$ cat src/rtl/picoload_defs.v
// rtl/picoload_defs.v - shared constants for the PicoCTRL program loader
// Included into picoctrl_loader_pkg; holds the state encodings, word count,
// byte order and checksum width used by the loader.

localparam logic [2:0] PL_ST_IDLE    = 3'd0;
localparam logic [2:0] PL_ST_LOAD_HI = 3'd1;
localparam logic [2:0] PL_ST_LOAD_LO = 3'd2;
localparam logic [2:0] PL_ST_CHECK   = 3'd3;
localparam logic [2:0] PL_ST_RUN     = 3'd4;
localparam logic [2:0] PL_ST_ERROR   = 3'd5;

// Number of program words in one complete load.
localparam int PL_WORD_COUNT = 32;

// 1: the high byte of each word is sent first on the byte stream.
localparam int PL_HI_FIRST = 1;

// Width of the running byte checksum.
localparam int PL_CSUM_W = 8;

$ cat src/rtl/picoctrl_loader_pkg.sv
// rtl/picoctrl_loader_pkg.sv - types and constants for picoctrl_loader
// Wraps the shared picoload_defs.v constants and provides the FSM state type.
package picoctrl_loader_pkg;

`include "picoload_defs.v"

    typedef enum logic [2:0] {
        ST_IDLE    = PL_ST_IDLE,
        ST_LOAD_HI = PL_ST_LOAD_HI,
        ST_LOAD_LO = PL_ST_LOAD_LO,
        ST_CHECK   = PL_ST_CHECK,
        ST_RUN     = PL_ST_RUN,
        ST_ERROR   = PL_ST_ERROR
    } state_t;

endpackage

$ cat src/rtl/picoctrl_loader_ram.sv
// rtl/picoctrl_loader_ram.sv - instruction RAM for the PicoCTRL loader
// Module picoload_ram: 2^ADDR_W x WORD_W storage, contents not reset.
// Ports:
//   clk           - write clock
//   we/waddr/wdata - synchronous write port
//   raddr/rdata   - asynchronous read port
module picoload_ram #(
    parameter int ADDR_W = 5,
    parameter int WORD_W = 16
) (
    input  logic              clk,
    input  logic              we,
    input  logic [ADDR_W-1:0] waddr,
    input  logic [WORD_W-1:0] wdata,
    input  logic [ADDR_W-1:0] raddr,
    output logic [WORD_W-1:0] rdata
);

    logic [WORD_W-1:0] mem [2**ADDR_W];

    always_ff @(posedge clk) begin
        if (we) begin
            mem[waddr] <= wdata;
        end
    end

    assign rdata = mem[raddr];

endmodule

$ cat src/rtl/picoctrl_loader.sv
// rtl/picoctrl_loader.sv - program loader and reset sequencer for a PicoCTRL core
// Receives 16-bit program words as high/low byte pairs, writes them into the
// instruction RAM and releases core_res_n once the full program is loaded.
// Optional feature macro: PICOLOAD_CHECKSUM_EN (trailing checksum byte, ERROR state).
// Ports:
//   clk, res_n           - clock, asynchronous active-low reset
//   ld_start             - pulse: begin/restart a load (any state)
//   ld_valid, ld_data    - incoming program byte stream
//   ld_ready             - byte accepted this cycle when ld_valid is high
//   ld_busy, ld_err      - load in progress / checksum failure
//   core_res_n           - registered reset to the core
//   rom_addr, rom_data   - core instruction fetch port (data is 0 unless running)
module picoctrl_loader
    import picoctrl_loader_pkg::*;
#(
    parameter int ADDR_W = 5,
    parameter int WORD_W = 16
) (
    input  logic              clk,
    input  logic              res_n,
    input  logic              ld_start,
    input  logic              ld_valid,
    input  logic [7:0]        ld_data,
    output logic              ld_ready,
    output logic              ld_busy,
    output logic              ld_err,
    output logic              core_res_n,
    input  logic [ADDR_W-1:0] rom_addr,
    output logic [WORD_W-1:0] rom_data
);

    state_t            state;
    state_t            next_state;
    logic [ADDR_W-1:0] word_cnt;
    logic [7:0]        hold;
    logic              xfer;
    logic              last_word;
    logic              ram_we;
    logic [WORD_W-1:0] ram_wdata;
    logic [WORD_W-1:0] ram_rdata;

`ifdef PICOLOAD_CHECKSUM_EN
    logic [PL_CSUM_W-1:0] csum;
    logic [PL_CSUM_W-1:0] csum_next;
    logic                 err_q;

    assign csum_next = csum + ld_data;
    assign ld_err    = err_q;
`else
    assign ld_err    = 1'b0;
`endif

    // ld_ready is a pure function of state so the source never sees a loop
    // through ld_valid.
    assign ld_ready  = (state == ST_LOAD_HI) || (state == ST_LOAD_LO) || (state == ST_CHECK);
    assign ld_busy   = ld_ready;
    assign xfer      = ld_valid && ld_ready;
    assign last_word = (word_cnt == {ADDR_W{1'b1}});

    // ld_start wins over a byte presented in the same cycle.
    assign ram_we    = (state == ST_LOAD_LO) && xfer && !ld_start;
    assign ram_wdata = {hold, ld_data};

    always_comb begin
        next_state = state;
        if (ld_start) begin
            next_state = ST_LOAD_HI;
        end else begin
            case (state)
                ST_LOAD_HI: begin
                    if (xfer) next_state = ST_LOAD_LO;
                end
                ST_LOAD_LO: begin
                    if (xfer) begin
                        if (last_word) begin
`ifdef PICOLOAD_CHECKSUM_EN
                            next_state = ST_CHECK;
`else
                            next_state = ST_RUN;
`endif
                        end else begin
                            next_state = ST_LOAD_HI;
                        end
                    end
                end
`ifdef PICOLOAD_CHECKSUM_EN
                ST_CHECK: begin
                    if (xfer) next_state = (csum_next == '0) ? ST_RUN : ST_ERROR;
                end
`endif
                default: next_state = state;
            endcase
        end
    end

    always_ff @(posedge clk or negedge res_n) begin
        if (!res_n) begin
            state      <= ST_IDLE;
            core_res_n <= 1'b0;
            word_cnt   <= '0;
            hold       <= '0;
`ifdef PICOLOAD_CHECKSUM_EN
            csum       <= '0;
            err_q      <= 1'b0;
`endif
        end else begin
            state      <= next_state;
            // Registered so the core reset edges line up with the accept edges.
            core_res_n <= (next_state == ST_RUN);
`ifdef PICOLOAD_CHECKSUM_EN
            err_q      <= (next_state == ST_ERROR);
`endif
            if (ld_start) begin
                word_cnt <= '0;
`ifdef PICOLOAD_CHECKSUM_EN
                csum     <= '0;
`endif
            end else if (xfer) begin
`ifdef PICOLOAD_CHECKSUM_EN
                csum <= csum_next;
`endif
                if (state == ST_LOAD_HI) begin
                    hold <= ld_data;
                end
                // Wraps to 0 after the last word; the FSM has left the load
                // states by then, so the wrapped value is never used.
                if (state == ST_LOAD_LO) begin
                    word_cnt <= word_cnt + 1'b1;
                end
            end
        end
    end

    picoload_ram #(
        .ADDR_W(ADDR_W),
        .WORD_W(WORD_W)
    ) u_ram (
        .clk  (clk),
        .we   (ram_we),
        .waddr(word_cnt),
        .wdata(ram_wdata),
        .raddr(rom_addr),
        .rdata(ram_rdata)
    );

    // The (possibly partial) RAM image is only exposed while running.
    assign rom_data = (state == ST_RUN) ? ram_rdata : '0;

endmodule

$ cat config.mk
export PLATFORM = sky130hd
export DESIGN_NAME = picoctrl_loader
export DESIGN_NICKNAME = d
export VERILOG_FILES = /design/src/rtl/picoctrl_loader_pkg.sv /design/src/rtl/picoctrl_loader_ram.sv /design/src/rtl/picoctrl_loader.sv
export VERILOG_INCLUDE_DIRS = /design/src /design/src/rtl
export SDC_FILE = /design/constraint.sdc
export NUM_CORES = 1
export LEC_CHECK = 0
export CAP_MARGIN = 0
export CORE_ASPECT_RATIO = 0.75
export CORE_MARGIN = 2
export CORE_UTILIZATION = 63
export CTS_BUF_LIST = sky130_fd_sc_hd__clkbuf_16
export DETAILED_ROUTE_END_ITERATION = 10
export GPL_ROUTABILITY_DRIVEN = 0
export PLACE_DENSITY = 0.8
export SLEW_MARGIN = 20
export SYNTH_ARGS = -nofsm -noshare
export SYNTH_HDL_FRONTEND = slang
export SYNTH_SLANG_ARGS = --single-unit
$ cat constraint.sdc
create_clock -name clk -period 7.2 [get_ports clk]
set_input_delay 1.44 -clock clk [delete_from_list [all_inputs] [get_ports clk]]
set_output_delay 1.44 -clock clk [all_outputs]
set_load 0.005 [all_outputs]
==> out/qor.yml, run 1 <==
outcome:
  outcome: "complete, no violations"
setup_path:
  crit_chain: "clkdlybuf4s50_1 > nor2_2 > a221o_1 > a31oi_1 > clkdlybuf4s50_1"
  crit_path_top_delay_cell: "nor2_2"
  path_class: "input port to primary output"
  max_stage_delay_ns: 0.93
  critical_path.top_delay_family: "buffers and inverters"
  path_max_fanout: 22
  critPathBufInv: 2
  start_kind: "input port"
  cp.arrival_ns: 4.28
  worst_ep_required_time_ns: 5.76
  path_common_cell: "clkdlybuf4s50_1"
  end_kind: "primary output"
detailed_routing:
  drt_iter0_drc: 1440
  top_layer: "met4"
  remaining_drc_errors: 0
  wl_um: 47700
  wl_met2_um: 22200
  first_pass_iters: 6
  met1_length_um: 18300
  ant_nets: 0
  wl_per_cell_um: 31.7
  via_per_inst: 6.77
  vias: 10193
  wl_met3_um: 5870
timing:
  worst_slack_ns: 1.48
  fin_crit_sh_pct: 79.4
  hold_violations: 0
  worst_clock_skew_ns: 0.0206
  fin_crit_ns: 5.72
  slew_violations: 0
  rsz0062_at_grt: "false"
  slew_headroom_pct: 24.6
  tightestPinTransition_ns: 1.13
  fin_setup_tns_ns: 0
  timing.fmax_ghz: 0.175
  setup_viol: 0
job:
  maxCapViolCount: 0
synthesis:
  synthTopCellsByArea: "edfxtp_1 (74%), mux4_2 (6.9%), mux4_1 (6.0%), mux2i_1 (3.1%), dfrtp_1 (2.0%)"
  ys.flop_type: "edfxtp_1"
  async_flop_share_pct: 3.21
  synth-edff-count: 512
  synth.distinct_cells: 45
  ys_seq_area_share_pct: 75.6
  synth_area_um2: 20900
  syn_avg_cell_area_um2: 22.0
  synthesis.nets: 972
  synth_cells: 950
  yosys.area.top_type: "edfxtp_1"
  synth_top_area_share_pct: 73.6
  ys_ff_latch: 529
  yosys_warnings: 0
floorplan:
  io_pins: 37
  core_um2: 32500
  rows: 57
  fp.dieW_um: 214
  die_area_um2: 34700
  fp.dieH_um: 162
  start_util_pct: 64.3
cells_and_area:
  fin_nets: 1048
  layout-drive-gt1-share_pct: 19.2
  area_growth_pct: 10.8
  seq_area_um2: 15800
  num-fill-cells: 1891
  multi_input_area_um2: 4550
global_route:
  grt_pass1_vias: 10197
  track_usage_pct: 28.3
  grt_pass1_wl_um: 69500
  grt_overflow: 0
  antenna_found_initial: 2
  grt_start_max_net_pins: 70
power_and_ir_drop:
  ir_drop_mv: 0.147
  static-leakage-power_nw: 7.61
  cellPowerDensity_nw_per_um2: 273
hold_path:
  min_path_type: "flop to flop"
clock_network:
  cts-buffers-inserted: 48
  htree_levels: 2
  clkLatencyLatePin_ns: 0.56
  cts_tree: "built"
  clk_pin_slew_ns: 0.06
  post_cts_buffers: 0
  cts_num_sinks: 529
  hold_buffers: 0
  cts_root_buffer: "clkbuf_16"
  post_cts_resized: 0
  clk_path_buf_depth: 3
place:
  place_ws_ns: 1.55
  portBuffers: 35
  dpl.hpwl_um: 27000
==> sequential cells by signal, indices dropped and copies added (netlist names) <==
signal,flops
hold,8
state,3
word_cnt,5
u_ram.mem,512
core_res_n,1
==> synthesized netlist by cell type, types with 3 or more instances <==
cell type    n
edfxtp_1   512
mux2i_1     65
mux4_2      64
mux4_1      48
nor2_1      48
nand2_1     21
a31oi_1     17
dfrtp_1     17
a221o_1     16
a22oi_1     16
buf_6       13
a221oi_1    10
clkbuf_1    10
o21ai_0     10
buf_2        9
clkbuf_8     9
mux2_2       8
o2111ai_1    6
ha_1         5
buf_12       4
buf_4        4
buf_8        4
a21oi_1      3
nand3b_1     3
==> per-stage QoR <==
stage / area, µm² / cells / util [%] / power (W) / hold slack, ns
after global routing: 23100 / 1503 / 71.2 / 0.00648 / 0.629
after global placement: 21600 / 1418 / 66.5 / 0.00387 / 0.567
final: 23100 / 1505 / 71.2 / 0.00633 / 0.594
after CTS: 23100 / 1503 / 71.1 / 0.00634 / 0.599
after floorplan: 20900 / 950 / - / 0.00375 / 0.547
after detailed placement: 21600 / 1418 / 66.5 / 0.00388 / 0.579
==> power by group <==
part           leakage (nW)  switching, W  internal [W]
Clock                 0.776       0.00109       0.00141
Sequential             4.81      0.000111       0.00347
Combinational          2.02      0.000144     0.0000963
==> logic make-up after synthesis <==
family          after synthesis  synth area share, %
compound gates               79                 2.86
xor+xnor                      3                0.126
fa+ha+maj                     5                0.299
buf+inv                      58                 2.63
flops                       529                 75.6
mux                         185                 16.5
other cells                   1               0.0179
simple gates                 90                 1.98
==> metal layers <==
layer	global-route usage, %	vias to the layer above
met5	0	-
met4	8.52	0
met3	7.57	76
li1	-	4176
met2	43.0	705
met1	41.3	5236
==> final cells by class <==
class / count / share of cell area (%)
flip-flops and latches: 529 / 68.3
multi-input cells: 363 / 19.7
clock buffers: 49 / 5.30
repair buffers: 81 / 3.01
well taps: 442 / 2.39
clock inverters: 36 / 1.27
inverters: 3 / 0.0487
diodes: 2 / 0.0216
==> layout by cell type, fill, tap and decap left out, types with 8 or more instances in the layout <==
cell             netlist  layout
edfxtp_1             512     512
mux2i_1               65      65
mux4_2                64      64
clkbuf_16              0      49
mux4_1                48      48
nor2_1                48      46
buf_4                  4      45
clkdlybuf4s50_1        0      30
nand2_1               21      21
a31oi_1               17      17
a22oi_1               16      16
a221o_1               16      16
inv_1                  2      11
dfrtp_1               17      11
a221oi_1              10      10
o21ai_0               10      10
clkinv_1               0       9
clkinv_2               0       9
mux2_2                 8       8
==> final timing paths <==
kind | end | startpoint | depth (start not counted) | slack, ns
max | rom_data[7] | rom_addr[3] | 5 | 1.48
min | core_res_n | state[0] | 1 | 0.59
max reg2reg | u_ram.mem[10][13] | state[2] | 5 | 4.14
min in group asynchronous | state[1] | res_n | 1 | 1.35
max in group asynchronous | hold[5] | res_n | 1 | 5.27
min reg2reg | core_res_n | state[0] | 1 | 0.59
No activity file was read; power rests on OpenSTA's default activity.
==> run 2: changes to the inputs <==
CORE_UTILIZATION = 56   (was 63)
PLACE_DENSITY = 0.76   (was 0.8)
clock period = 4.95 ns   (was 7.2 ns; I/O delays follow)
==> run 2 against run 1 <==
Clock skew fell by 0.0061 ns. Clock power up 44%. Routed wire length is 5.4% lower. Critical path depth increased by 3. Worst setup slack worse by 1.1 ns. Cell area grew 1.3%. Register-to-register slack worse by 2.1 ns. Sequential share of layout area shrank 0.89 points. Utilization shrank 7.7 points. Die area up 12%. Combinational power up 49%. Critical endpoint is now rom_data[4]. Largest cell class unchanged.
==> out/qor.yml, run 2 (synthesis gave the netlist of run 1 again) <==
outcome:
  outcome: "complete, no violations"
setup_path:
  crit_path_top_delay_cell: "clkdlybuf4s50_1"
  crit_chain: "buf_2 > buf_4 > and2b_2 > a221oi_1 > o21ai_0 > buf_4 > a31oi_1 > clkdlybuf4s50_1"
  max_stage_delay_ns: 0.59
  start_kind: "input port"
  cp.arrival_ns: 3.59
  crit_start: "rom_addr[0]"
  worst_ep_required_time_ns: 3.96
  critical_path.top_delay_family: "buffers and inverters"
  reg2reg_from: "state[2]"
  path_max_fanout: 16
  rrSetupSlack_ns: 2.03
  path_common_cell: "buf_4"
  path_class: "input port to primary output"
  end_kind: "primary output"
  critPathBufInv: 4
global_route:
  antenna_found_initial: 0
  grt_overflow: 0
  track_usage_pct: 24.2
  grt_pass1_vias: 9723
  grt_start_max_net_pins: 46
  grt_pass1_wl_um: 66200
power_and_ir_drop:
  pwr-share-seq_pct: 56.8
  pwr-share-clk_pct: 39.3
  p_int_w: 0.00726
  switchingPower_w: 0.00192
  static-leakage-power_nw: 7.73
  ir_drop_mv: 0.253
  power_frac_comb_pct: 3.9
  cellPowerDensity_nw_per_um2: 391
  p_sw_share_pct: 20.9
clock_network:
  post_cts_buffers: 0
  clk_path_buf_depth: 3
  htree_levels: 2
  cts_root_buffer: "clkbuf_16"
  hold_buffers: 0
  cts-buffers-inserted: 48
  cts_tree: "built"
  post_cts_resized: 0
  cts_num_sinks: 529
  clk_pin_slew_ns: 0.06
  clkLatencyLatePin_ns: 0.56
timing:
  fin_crit_sh_pct: 92.5
  timing.fmax_ghz: 0.218
  fin_setup_tns_ns: 0
  worst_slack_ns: 0.371
  fin_crit_ns: 4.58
  slew_headroom_pct: 33.0
  tightestPinTransition_ns: 1.00
  rsz0062_at_grt: "false"
  slew_violations: 0
  worst_clock_skew_ns: 0.0145
  setup_viol: 0
  hold_violations: 0
place:
  place_area_um2: 21900
  portBuffers: 35
  dpl.hpwl_um: 26300
  place_ws_ns: 0.452
cells_and_area:
  layout-drive-gt1-share_pct: 20.7
  layout_common_cells: "edfxtp_1 (512), mux2i_1 (65), mux4_2 (64), buf_4 (64), clkbuf_16 (49)"
  top_register: "u_ram.mem"
  stdcell_area_um2: 23500
  reg_top3: "u_ram.mem: 512 flops, hold: 8 flops, word_cnt: 5 flops"
  largest_register_ffs: 512
  final_common_cell: "edfxtp_1"
  area_growth_pct: 12.2
  fin_nets: 1071
hold_path:
  holdCritStartpoint: "state[0]"
  min_path_type: "flop to flop"
floorplan:
  start_util_pct: 56.6
  die_area_um2: 38900
  fp.dieW_um: 227
  fp.dieH_um: 171
  core_um2: 36900
  rows: 61
  io_pins: 37
detailed_routing:
  ant_nets: 0
  via_per_inst: 6.37
  wl_um: 45100
  first_pass_iters: 5
  vias: 10140
  remaining_drc_errors: 0
  drt_iter0_drc: 1361
  wl_per_cell_um: 28.3
job:
  maxCapViolCount: 0
## run 2: cell count changes in the layout (fill, tap and decap cells not counted), moves of 2 or more
| cell | change |
|---|---|
| clkdlybuf4s50_1 | +2 |
| buf_12 | +3 |
| dfrtp_2 | +2 |
| dfrtp_1 | -2 |
| buf_4 | +19 |
| clkinv_1 | +4 |
| clkinv_2 | -2 |
| buf_2 | -2 |
## run 2: path summary, 6_finish.rpt
| kind | end | cells past startpoint |
|---|---|---|
| setup / recovery | rom_data[4] | 8 |
| hold / removal | core_res_n | 1 |
| setup reg to reg | u_ram.mem[19][7] | 5 |
| hold reg to reg | core_res_n | 1 |
| max in group asynchronous | hold[3] | 1 |
| min in group asynchronous | word_cnt[2] | 1 |
## run 2: metrics by stage
stage                     total power, W  hold WS (ns)  util, %  std cells
final                            0.00918         0.608     63.5       1591
after global routing             0.00946         0.642     63.5       1590
after CTS                        0.00923         0.582     63.5       1590
after detailed placement         0.00567         0.574     59.3       1503
after global placement           0.00565         0.563     59.3       1502
after floorplan                  0.00546         0.547        -        950
## run 2: power by group through the flow
stage | combinational (W) | sequential (W) | clock (W)
after floorplan | 0.000239 | 0.00522 | 0
after global placement | 0.000350 | 0.00530 | 0
after detailed placement | 0.000358 | 0.00531 | 0
after CTS | 0.000360 | 0.00522 | 0.00365
after global routing | 0.000383 | 0.00523 | 0.00384
final | 0.000359 | 0.00522 | 0.00360
## run 2: metal layers
metal | vias to the layer above | wire length, µm | global-route usage (%)
li1 | 4227 | - | -
met1 | 5292 | 18700 | 36.9
met2 | 557 | 20900 | 36.1
met3 | 64 | 4360 | 4.53
met4 | 0 | 1110 | 7.16
met5 | - | 0 | 0
## run 2: area by class of cell
class	count	area, µm²
multi-input combinational	363	4560
antenna	1	2.50
sequential	529	15800
fill	2446	13500
timing repair buffer	104	920
clock buffer	49	1230
tap	504	631
clock inverter	38	299
inverter	3	11.3
## run 2: worst register-to-register path, cell delays in order (launching register included)
cell	delay, ns
dfrtp_1	0.45
nand2b_1	0.24
nor4b_2	0.48
nand2_1	0.39
nor2_1	0.72
buf_4	0.33
==> run 3: changes to the inputs <==
CORE_MARGIN = 5   (was 2)
SETUP_SLACK_MARGIN = 0.2   (was not set)
==> run 3 against run 2 <==
Routed wire length up 3.2%. First-iteration DRC count rose by 7.8%. Largest power group unchanged. Critical endpoint is now rom_data[11]. Die area up 6.2%. Sequential power is essentially flat.
==> out/qor.yml, run 3 (synthesis gave the netlist of run 1 again) <==
floorplan:
  core_um2: 36900
  die_area_um2: 41300
  rows: 61
  fp.dieH_um: 177
  io_pins: 37
  fp.dieW_um: 233
  start_util_pct: 56.6
power_and_ir_drop:
  pwr-share-clk_pct: 39.1
  p_sw_share_pct: 21.2
  static-leakage-power_nw: 7.72
  pwr-share-seq_pct: 57.0
  ir_drop_mv: 0.308
  power_frac_comb_pct: 3.9
  p_int_w: 0.00721
  finalPower_w: 0.00915
  cellPowerDensity_nw_per_um2: 391
  switchingPower_w: 0.00194
setup_path:
  start_kind: "input port"
  worst_ep_required_time_ns: 3.96
  max_stage_delay_ns: 0.53
  crit_chain: "buf_6 > buf_4 > buf_4 > mux4_2 > a22oi_1 > a31oi_1 > clkdlybuf4s50_1"
  end_kind: "primary output"
  cp.arrival_ns: 3.46
  path_common_cell: "buf_4"
  critPathBufInv: 4
  rrSetupSlack_ns: 2.05
  path_class: "input port to primary output"
  critical_path.top_delay_family: "buffers and inverters"
  path_max_fanout: 23
  crit_path_top_delay_cell: "mux4_2"
detailed_routing:
  wl_um: 46600
  vias: 10230
  wl_per_cell_um: 29.3
  remaining_drc_errors: 0
  drt_iter0_drc: 1467
  first_pass_iters: 8
  via_per_inst: 6.45
  ant_nets: 0
clock_network:
  cts_num_sinks: 529
  clk_pin_slew_ns: 0.06
  hold_buffers: 0
  clkLatencyLatePin_ns: 0.57
  post_cts_resized: 0
  htree_levels: 2
  cts-buffers-inserted: 48
  post_cts_buffers: 0
  cts_tree: "built"
  cts_root_buffer: "clkbuf_16"
  clk_path_buf_depth: 3
outcome:
  outcome: "complete, no violations"
cells_and_area:
  num-fill-cells: 2478
  final_common_cell: "edfxtp_1"
  layout_common_cells: "edfxtp_1 (512), mux2i_1 (65), mux4_2 (64)"
  stdcell_area_um2: 23400
  stdcell_count: 1587
  post-route-util_pct: 63.4
  layout-drive-gt1-share_pct: 20.4
  fin_nets: 1065
  top_register: "u_ram.mem"
  largest_register_ffs: 512
  reg_top3: "u_ram.mem: 512 flops, hold: 8 flops, word_cnt: 5 flops"
  area_growth_pct: 12.0
global_route:
  grt_pass1_vias: 10027
  grt_pass1_wl_um: 67800
  grt_overflow: 0
  antenna_found_initial: 1
  grt_start_max_net_pins: 41
  track_usage_pct: 22.7
timing:
  fin_setup_tns_ns: 0
  hold_violations: 0
  tightestPinTransition_ns: 1.12
  slew_headroom_pct: 25.2
  fin_crit_ns: 4.45
  setup_viol: 0
  fin_crit_sh_pct: 89.8
  rsz0062_at_grt: "false"
  timing.fmax_ghz: 0.225
  worst_clock_skew_ns: 0.0129
  slew_violations: 0
place:
  dpl.hpwl_um: 28300
  placedCellCount: 1497
  place_area_um2: 21900
  portBuffers: 35
hold_path:
  min_path_type: "flop to flop"
job:
  maxCapViolCount: 0
==> run 3: changes by cell type in the layout (fill, tap and decap cells not counted), sizes merged <==
| cell | before | now |
|---|---|---|
| buf | 72 | 68 |
| bufinv | 5 | 4 |
| clkdlybuf4s50 | 32 | 30 |
| clkinv | 20 | 21 |
| clkinvlp | 3 | 2 |
| diode | 1 | 2 |
| inv | 13 | 15 |
==> run 3: layout make-up <==
cell class	instances	area, µm²	area share, %
Sequential cell	529	15800	67.5
Multi-Input combinational cell	363	4560	19.5
Antenna cell	2	5.00	0.0214
Inverter	3	11.3	0.0481
Timing Repair Buffer	98	886	3.78
Clock buffer	49	1230	5.24
Clock inverter	39	279	1.19
Tap cell	504	631	2.69
==> run 3: power by group through the flow <==
stage          clock, W  combinational [W]  sequential (W)
2_1_floorplan         0           0.000239         0.00522
5_1_grt         0.00382           0.000381         0.00522
3_5_place_dp          0           0.000358         0.00531
6_report        0.00357           0.000361         0.00521
4_1_cts         0.00361           0.000360         0.00522
3_3_place_gp          0           0.000352         0.00530
==> run 3: through the flow <==
stage          hold slack [ns]  setup WS, ns
3_3_place_gp             0.575         0.527
6_report                 0.609         0.505
2_1_floorplan            0.547          1.76
5_1_grt                  0.654         0.382
3_5_place_dp             0.574         0.512
4_1_cts                  0.592         0.513
==> run 3: worst paths after layout <==
| check | start | endpoint | depth (start not counted) |
|---|---|---|---|
| setup / recovery | rom_addr[1] | rom_data[11] | 7 |
| hold / removal | state[0] | core_res_n | 1 |
| setup reg to reg | state[2] | u_ram.mem[8][5] | 5 |
| hold reg to reg | state[0] | core_res_n | 1 |
| max in group asynchronous | res_n | hold[0] | 1 |
| min in group asynchronous | res_n | state[2] | 1 |
==> run 3: layer usage <==
layer | routed length [µm] | global-route usage [%]
met1 | 19300 | 34.9
met2 | 21000 | 33.3
met3 | 5230 | 6.00
met4 | 1020 | 5.61
met5 | 0 | 0
